### src/rtl/ascon_cmd_decoder_pkg.sv
`default_nettype none
// ============================================================================
// Module   : ascon_cmd_decoder_pkg
// Brief    : Opcodes, data-type codes, widths and state encoding shared by the
//            instruction/data stream decoder in front of ascon_core.
// Revision : 1.0 - initial release
// ============================================================================
package ascon_cmd_decoder_pkg;

    localparam int unsigned CCW_BITS  = 32;
    localparam int unsigned CCSW_BITS = 32;

    localparam logic [3:0] OP_ENC      = 4'h0;
    localparam logic [3:0] OP_DEC      = 4'h1;
    localparam logic [3:0] OP_HASH     = 4'h2;
    localparam logic [3:0] OP_LD_KEY   = 4'h3;
    localparam logic [3:0] OP_LD_NONCE = 4'h4;
    localparam logic [3:0] OP_LD_AD    = 4'h5;
    localparam logic [3:0] OP_LD_MSG   = 4'h6;
    localparam logic [3:0] OP_LD_TAG   = 4'h7;

    localparam logic [3:0] D_NULL  = 4'h0;
    localparam logic [3:0] D_NONCE = 4'h1;
    localparam logic [3:0] D_AD    = 4'h2;
    localparam logic [3:0] D_MSG   = 4'h4;
    localparam logic [3:0] D_TAG   = 4'h5;

    typedef enum logic [0:0] {
        IDLE = 1'b0,
        DATA = 1'b1
    } state_e;

    function automatic logic [3:0] op_to_type(input logic [3:0] op);
        logic [3:0] t;
        t = D_NULL;
        case (op)
            OP_LD_NONCE: t = D_NONCE;
            OP_LD_AD:    t = D_AD;
            OP_LD_MSG:   t = D_MSG;
            OP_LD_TAG:   t = D_TAG;
            default:     t = D_NULL;
        endcase
        return t;
    endfunction

endpackage
`default_nettype wire

### src/rtl/ascon_cmd_decoder_word_buf.sv
`default_nettype none
// ============================================================================
// Module   : ascon_word_buf
// Brief    : One-deep valid/ready holding register carrying a data word plus
//            its last/null side tags; fill and drain may coincide.
// Revision : 1.0 - initial release
// ============================================================================
module ascon_word_buf #(
    parameter int W = 32
) (
    input  logic         clk,
    input  logic         rst,
    input  logic         fill_i,
    input  logic [W-1:0] data_i,
    input  logic         last_i,
    input  logic         null_i,
    input  logic         drain_i,
    output logic         full_o,
    output logic [W-1:0] data_o,
    output logic         last_o,
    output logic         null_o
);

    logic         full_q;
    logic [W-1:0] data_q;
    logic         last_q;
    logic         null_q;

    // A fill wins over a drain, so refill-while-draining keeps the buffer full.
    always_ff @(posedge clk or posedge rst) begin
        if (rst) begin
            full_q <= 1'b0;
            data_q <= '0;
            last_q <= 1'b0;
            null_q <= 1'b0;
        end else if (fill_i) begin
            full_q <= 1'b1;
            data_q <= data_i;
            last_q <= last_i;
            null_q <= null_i;
        end else if (drain_i) begin
            full_q <= 1'b0;
        end
    end

    assign full_o = full_q;
    assign data_o = data_q;
    assign last_o = last_q;
    assign null_o = null_q;

endmodule
`default_nettype wire

### src/rtl/ascon_cmd_decoder.sv
`default_nettype none
// ============================================================================
// Module   : ascon_cmd_decoder
// Brief    : Decodes the INS/DAT word stream into ascon_core key/bdi traffic,
//            mode inputs and output-side ready signals.
// Revision : 1.0 - initial release
// ============================================================================
module ascon_cmd_decoder
    import ascon_cmd_decoder_pkg::*;
#(
    parameter int CCW  = CCW_BITS,
    parameter int CCSW = CCSW_BITS
) (
    input  logic            clk,
    input  logic            rst,
    input  logic [31:0]     cmd_data,
    input  logic            cmd_valid,
    output logic            cmd_ready,
    output logic [CCSW-1:0] key,
    output logic            key_valid,
    input  logic            key_ready,
    output logic [CCW-1:0]  bdi,
    output logic            bdi_valid,
    input  logic            bdi_ready,
    output logic [3:0]      bdi_type,
    output logic            bdi_eot,
    output logic            bdi_eoi,
    output logic            decrypt_in,
    output logic            hash_in,
    input  logic            bdo_valid,
    input  logic [3:0]      bdo_type,
    output logic            bdo_ready,
    output logic            msg_auth_ready,
    output logic            cmd_err,
    output logic            busy
);

    state_e      state_q, state_d;
    logic [3:0]  op_q, op_d;
    logic        eoi_q, eoi_d;
    logic [22:0] cnt_q, cnt_d;
    logic        null_q, null_d;
    logic        decrypt_q, decrypt_d;
    logic        hash_q, hash_d;
    logic        err_q, err_d;

    logic        ready_int;
    logic        buf_fill;
    logic        buf_full;
    logic [31:0] buf_data;
    logic        buf_last;
    logic        buf_null;
    logic        accept;
    logic        key_sel;
    logic        op_active;

    logic [3:0]  ins_op;
    logic [23:0] ins_len;
    logic [22:0] ins_cnt;
    logic [2:0]  unused_flags;

    assign ins_op       = cmd_data[31:28];
    assign ins_len      = cmd_data[23:0];
    assign unused_flags = cmd_data[27:25];
    // Round-up division by four without a wider intermediate.
    assign ins_cnt      = {1'b0, ins_len[23:2]} + {22'd0, |ins_len[1:0]};

    always_ff @(posedge clk or posedge rst) begin
        if (rst) begin
            state_q   <= IDLE;
            op_q      <= 4'h0;
            eoi_q     <= 1'b0;
            cnt_q     <= '0;
            null_q    <= 1'b0;
            decrypt_q <= 1'b0;
            hash_q    <= 1'b0;
            err_q     <= 1'b0;
        end else begin
            state_q   <= state_d;
            op_q      <= op_d;
            eoi_q     <= eoi_d;
            cnt_q     <= cnt_d;
            null_q    <= null_d;
            decrypt_q <= decrypt_d;
            hash_q    <= hash_d;
            err_q     <= err_d;
        end
    end

    always_comb begin
        state_d   = state_q;
        op_d      = op_q;
        eoi_d     = eoi_q;
        cnt_d     = cnt_q;
        null_d    = null_q;
        decrypt_d = decrypt_q;
        hash_d    = hash_q;
        err_d     = err_q;
        ready_int = 1'b0;
        buf_fill  = 1'b0;
        case (state_q)
            IDLE: begin
                // Waiting for an empty buffer keeps op_q valid for the word still queued.
                ready_int = ~buf_full;
                if (cmd_valid && ready_int) begin
                    case (ins_op)
                        OP_ENC: begin
                            decrypt_d = 1'b0;
                            hash_d    = 1'b0;
                        end
                        OP_DEC: begin
                            decrypt_d = 1'b1;
                            hash_d    = 1'b0;
                        end
                        OP_HASH: begin
                            decrypt_d = 1'b0;
                            hash_d    = 1'b1;
                        end
                        OP_LD_KEY, OP_LD_NONCE, OP_LD_AD, OP_LD_MSG, OP_LD_TAG: begin
                            op_d    = ins_op;
                            eoi_d   = cmd_data[24];
                            null_d  = (ins_len == 24'd0);
                            cnt_d   = (ins_len == 24'd0) ? 23'd1 : ins_cnt;
                            state_d = DATA;
                        end
                        default: err_d = 1'b1;
                    endcase
                end
            end
            DATA: begin
                ready_int = ~buf_full | accept;
                if (cmd_valid && ready_int) begin
                    buf_fill = 1'b1;
                    cnt_d    = cnt_q - 23'd1;
                    if (cnt_q == 23'd1) begin
                        state_d = IDLE;
                    end
                end
            end
            default: state_d = IDLE;
        endcase
    end

    ascon_word_buf #(
        .W (32)
    ) u_word_buf (
        .clk     (clk),
        .rst     (rst),
        .fill_i  (buf_fill),
        .data_i  (cmd_data),
        .last_i  (cnt_q == 23'd1),
        .null_i  (null_q),
        .drain_i (accept),
        .full_o  (buf_full),
        .data_o  (buf_data),
        .last_o  (buf_last),
        .null_o  (buf_null)
    );

    assign key_sel   = buf_full & (op_q == OP_LD_KEY);
    assign key_valid = key_sel;
    assign key       = key_sel ? buf_data : '0;
    assign bdi_valid = buf_full & (op_q != OP_LD_KEY);
    assign bdi       = bdi_valid ? buf_data : '0;
    assign bdi_type  = (bdi_valid & ~buf_null) ? op_to_type(op_q) : D_NULL;
    assign bdi_eot   = bdi_valid & buf_last & ~buf_null;
    assign bdi_eoi   = bdi_eot & eoi_q;

    assign accept    = (key_valid & key_ready) | (bdi_valid & bdi_ready);
    // The ready output reads 0 for the whole time reset is asserted.
    assign cmd_ready = ready_int & ~rst;

    assign op_active      = (state_q == DATA) | buf_full;
    assign bdo_ready      = (op_active & (op_q == OP_LD_MSG)) | (bdo_valid & (bdo_type == D_TAG));
    assign msg_auth_ready = op_active & (op_q == OP_LD_TAG);

    assign decrypt_in = decrypt_q;
    assign hash_in    = hash_q;
    assign cmd_err    = err_q;
    assign busy       = (state_q != IDLE) | buf_full;

endmodule
`default_nettype wire

### config.mk
export PLATFORM = sky130hd
export DESIGN_NAME = ascon_cmd_decoder
export DESIGN_NICKNAME = d
export VERILOG_FILES = /design/src/rtl/ascon_cmd_decoder_pkg.sv /design/src/rtl/ascon_cmd_decoder_word_buf.sv /design/src/rtl/ascon_cmd_decoder.sv
export SDC_FILE = /design/constraint.sdc
export NUM_CORES = 1
export LEC_CHECK = 0
export CORE_UTILIZATION = 40
export DETAILED_ROUTE_END_ITERATION = 6
export DONT_BUFFER_PORTS = 1
export PLACE_DENSITY_LB_ADDON = 0.05
export SYNTH_ARGS = -nofsm -noshare
export SYNTH_HDL_FRONTEND = slang
export SYNTH_SLANG_ARGS = --single-unit
### constraint.sdc
create_clock -name clk -period 8.1 [get_ports clk]
set_input_delay 1.215 -clock clk [delete_from_list [all_inputs] [get_ports clk]]
set_output_delay 1.215 -clock clk [all_outputs]
set_load 0.01 [all_outputs]
==> impl_metrics.ini <==
[worst_setup_path]
path_depth = 4
critPathCapture = bdo_ready
critical-path-top-delay-family = flip-flops
reg2regPathDepth = 5
r2r_slack_ns = 5.14
arrival_ns = 2.44
crit_path_max_fanout = 22
startpoint = state_q
worst_path_max_delay_cell = dfrtp_1
cp.buffers_inverters = 1
critical_path.max_stage_delay_ns = 0.88
path_cells = inv_1 -> nand2_1 -> nand4b_1 -> o22ai_1
end_kind = primary output
r2r-start = state_q
rr_endpoint = cnt_q[15]
required_ns = 6.88
path_class = reg2out
critPathLaunchType = flip-flop

[finish]
seq_area_um2 = 1702
diodes = 0
finalNetCount = 554
layout-drive-gt1-share_pct = 7.407
multi_input_area_um2 = 2401
fill_cells = 1073
area_growth_pct = 7.120
final_cells = 649
design_area_um2 = 4593

[die]
start_util_pct = 41.35
die_h_um = 105.5
ioPinCount = 121
die_width_um = 105.5
coreArea_um2 = 10370
rows = 37
dieArea_um2 = 11140

[clock_tree]
cts_buffer_depth = 2
cts_setup_buffers = 0
cts_made_buffers = 9
clk_latency_ns = 0.35
cts_tree = done
htreeDepth = 3
ctsHoldBuffers = 0
cts_resized = 0
cts.sinks = 68
path_clk_slew_ns = 0.07
cts-root-buf = clkbuf_8

[timing]
worstMarginPinSlew_ns = 0.9655
final_hold_viol_count = 0
layout_min_cycle_time_ns = 3.656
setup_tns_ns = 0
rsz0062_at_grt = false
max_freq_mhz = 273.5
skew_ns = 0.01158
finalSetupViolCount = 0
fin_crit_sh_pct = 45.14
maxSlewHeadroom_pct = 35.57
slew_violations = 0

[yosys]
synthTopCellsByArea = dfrtp_1, nand2_1, and2_1
yosysWarnings = 0
synth_top_area_share_pct = 39.68
synth.distinct_cells = 63
synth_seq_area_share_pct = 39.68
async_flop_share_pct = 100.0
synth_cells = 523
syn-num-nets = 569
avgSynthCellArea_um2 = 8.199
syn-cell-area_um2 = 4288
synth_common_cells = nand2_1, dfrtp_1, and2_1
yosysMostFrequentCell = nand2_1
ys_ff_latch = 68
synth-edff-count = 0
ys.flop_type = dfrtp_1
yosysTopAreaCell = dfrtp_1

[pwr]
p_int_mw = 0.7144
p_seq_share_pct = 44.1
net-switching-power_mw = 0.3777
p_clk_share_pct = 31.9
power_mw = 1.092
power_frac_comb_pct = 23.9
switching_share_pct = 34.58
ir_worst_vdd_mv = 0.1271
power_leakage_nw = 2.049
p_per_area_nw_per_um2 = 237.8

[detailed_routing]
vias_per_cell = 5.789
routedWlPerCell_um = 19.27
vias = 3757
ant_nets = 0
drc_errors = 0
routed_wirelength_um = 12510
drtIter0Drc = 206
firstDrtPassIters = 5

[placed_design]
dpl-instance-area_um2 = 4344
gp_congestion = 0.7982
dp_cells = 633
dp_hpwl_um = 9147
portBuffers = 0

[global_routing]
grt-ovfl-total = 0
grt_pass1_vias = 3441
grt_max_degree = 48
antenna_found_initial = 0
grt_pass1_wl_um = 19400
grt_usage_pct = 22.91

[run]
cap_violations = 0

[hold_path]
hp-class = reg2reg

[status]
status = complete, no violations
[logic make-up (layout without fill, tap and decap cells)]
kind of cell	Yosys count	in the layout	synth area share, %
other cells	1	1	0.08746
compound gates	79	79	13.19
simple gates	308	308	36.91
fa+ha+maj	4	4	1.167
buf+inv	41	31	4.377
mux	3	3	0.7003
flops	68	68	39.68
xor+xnor	19	19	3.881
[layout make-up]
type,count,area share (%)
multi-input combinational,414,52.27
sequential,68,37.05
tap,136,3.705
clock buffer,10,2.996
clock inverter,6,2.424
inverter,11,0.8989
timing repair buffer,4,0.6538
[worst min path at each step]
stage,end,from,cells after the start,slack (ns)
3_3_place_gp,u_word_buf.last_o,u_word_buf.last_o,2,0.44
4_1_cts,u_word_buf.null_o,null_q,2,0.49
2_1_floorplan,u_word_buf.last_o,u_word_buf.last_o,2,0.43
5_1_grt,u_word_buf.null_o,null_q,2,0.51
3_5_place_dp,u_word_buf.null_o,null_q,2,0.46
6_report,u_word_buf.data_o[28],u_word_buf.data_o[28],2,0.48
[tightest hold or removal path: stages (launching register included)]
cell and delay, ns:
dfrtp_1 0.35, nand2_1 0.05, nand2_1 0.05
[metrics by stage]
| stage | worst slack [ns] | util, % | hold WS [ns] |
|---|---|---|---|
| detailed placement | 4.713 | 41.89 | 0.4584 |
| global route | 4.211 | 44.29 | 0.5061 |
| floorplan | 3.710 | - | 0.4307 |
| CTS | 4.445 | 44.29 | 0.4857 |
| finish | 4.444 | 44.29 | 0.4828 |
| global placement | 4.781 | 41.89 | 0.4439 |
[power groups by stage]
stage / combinational (mW) / sequential, mW / clock, mW
after floorplan: 0.226 / 0.458 / 0
after global placement: 0.261 / 0.485 / 0
after detailed placement: 0.263 / 0.488 / 0
after CTS: 0.263 / 0.482 / 0.356
after global routing: 0.297 / 0.493 / 0.373
final: 0.261 / 0.482 / 0.349
[metal layers]
metal,vias to the layer above,track usage (%),wire length [um]
li1,1806,-,-
met1,1802,32.32,5775
met2,137,34.59,5660
met3,12,5.690,913
met4,0,6.944,158
met5,-,0,0
[sequential cells by signal, summed over array words and instances, names as in the netlist]
register	flops
cmd_err	1
state_q	1
null_q	1
u_word_buf.null_o	1
decrypt_in	1
hash_in	1
u_word_buf.data_o	32
u_word_buf.last_o	1
eoi_q	1
u_word_buf.full_o	1
op_q	4
cnt_q	23
[layout by cell type (no fill, tap or decap), types with 4 or more instances in the layout]
| master | synthesis | routed |
|---|---|---|
| xnor2_1 | 9 | 9 |
| o311ai_0 | 7 | 7 |
| nand2_1 | 134 | 134 |
| nand4_1 | 10 | 10 |
| and3_1 | 35 | 35 |
| nor3_1 | 10 | 10 |
| xor2_1 | 10 | 10 |
| buf_4 | 1 | 4 |
| nand3_1 | 14 | 14 |
| clkbuf_8 | 1 | 10 |
| inv_1 | 11 | 10 |
| and2_1 | 40 | 40 |
| ha_1 | 4 | 4 |
| a21oi_1 | 11 | 11 |
| o221ai_1 | 5 | 5 |
| o211ai_1 | 5 | 5 |
| dfrtp_1 | 68 | 68 |
| o21ai_0 | 26 | 26 |
| or3_1 | 6 | 6 |
| nor4_1 | 12 | 12 |
| or4_1 | 4 | 4 |
| nor2_1 | 23 | 22 |
No activity file was read; power rests on OpenSTA's default activity.
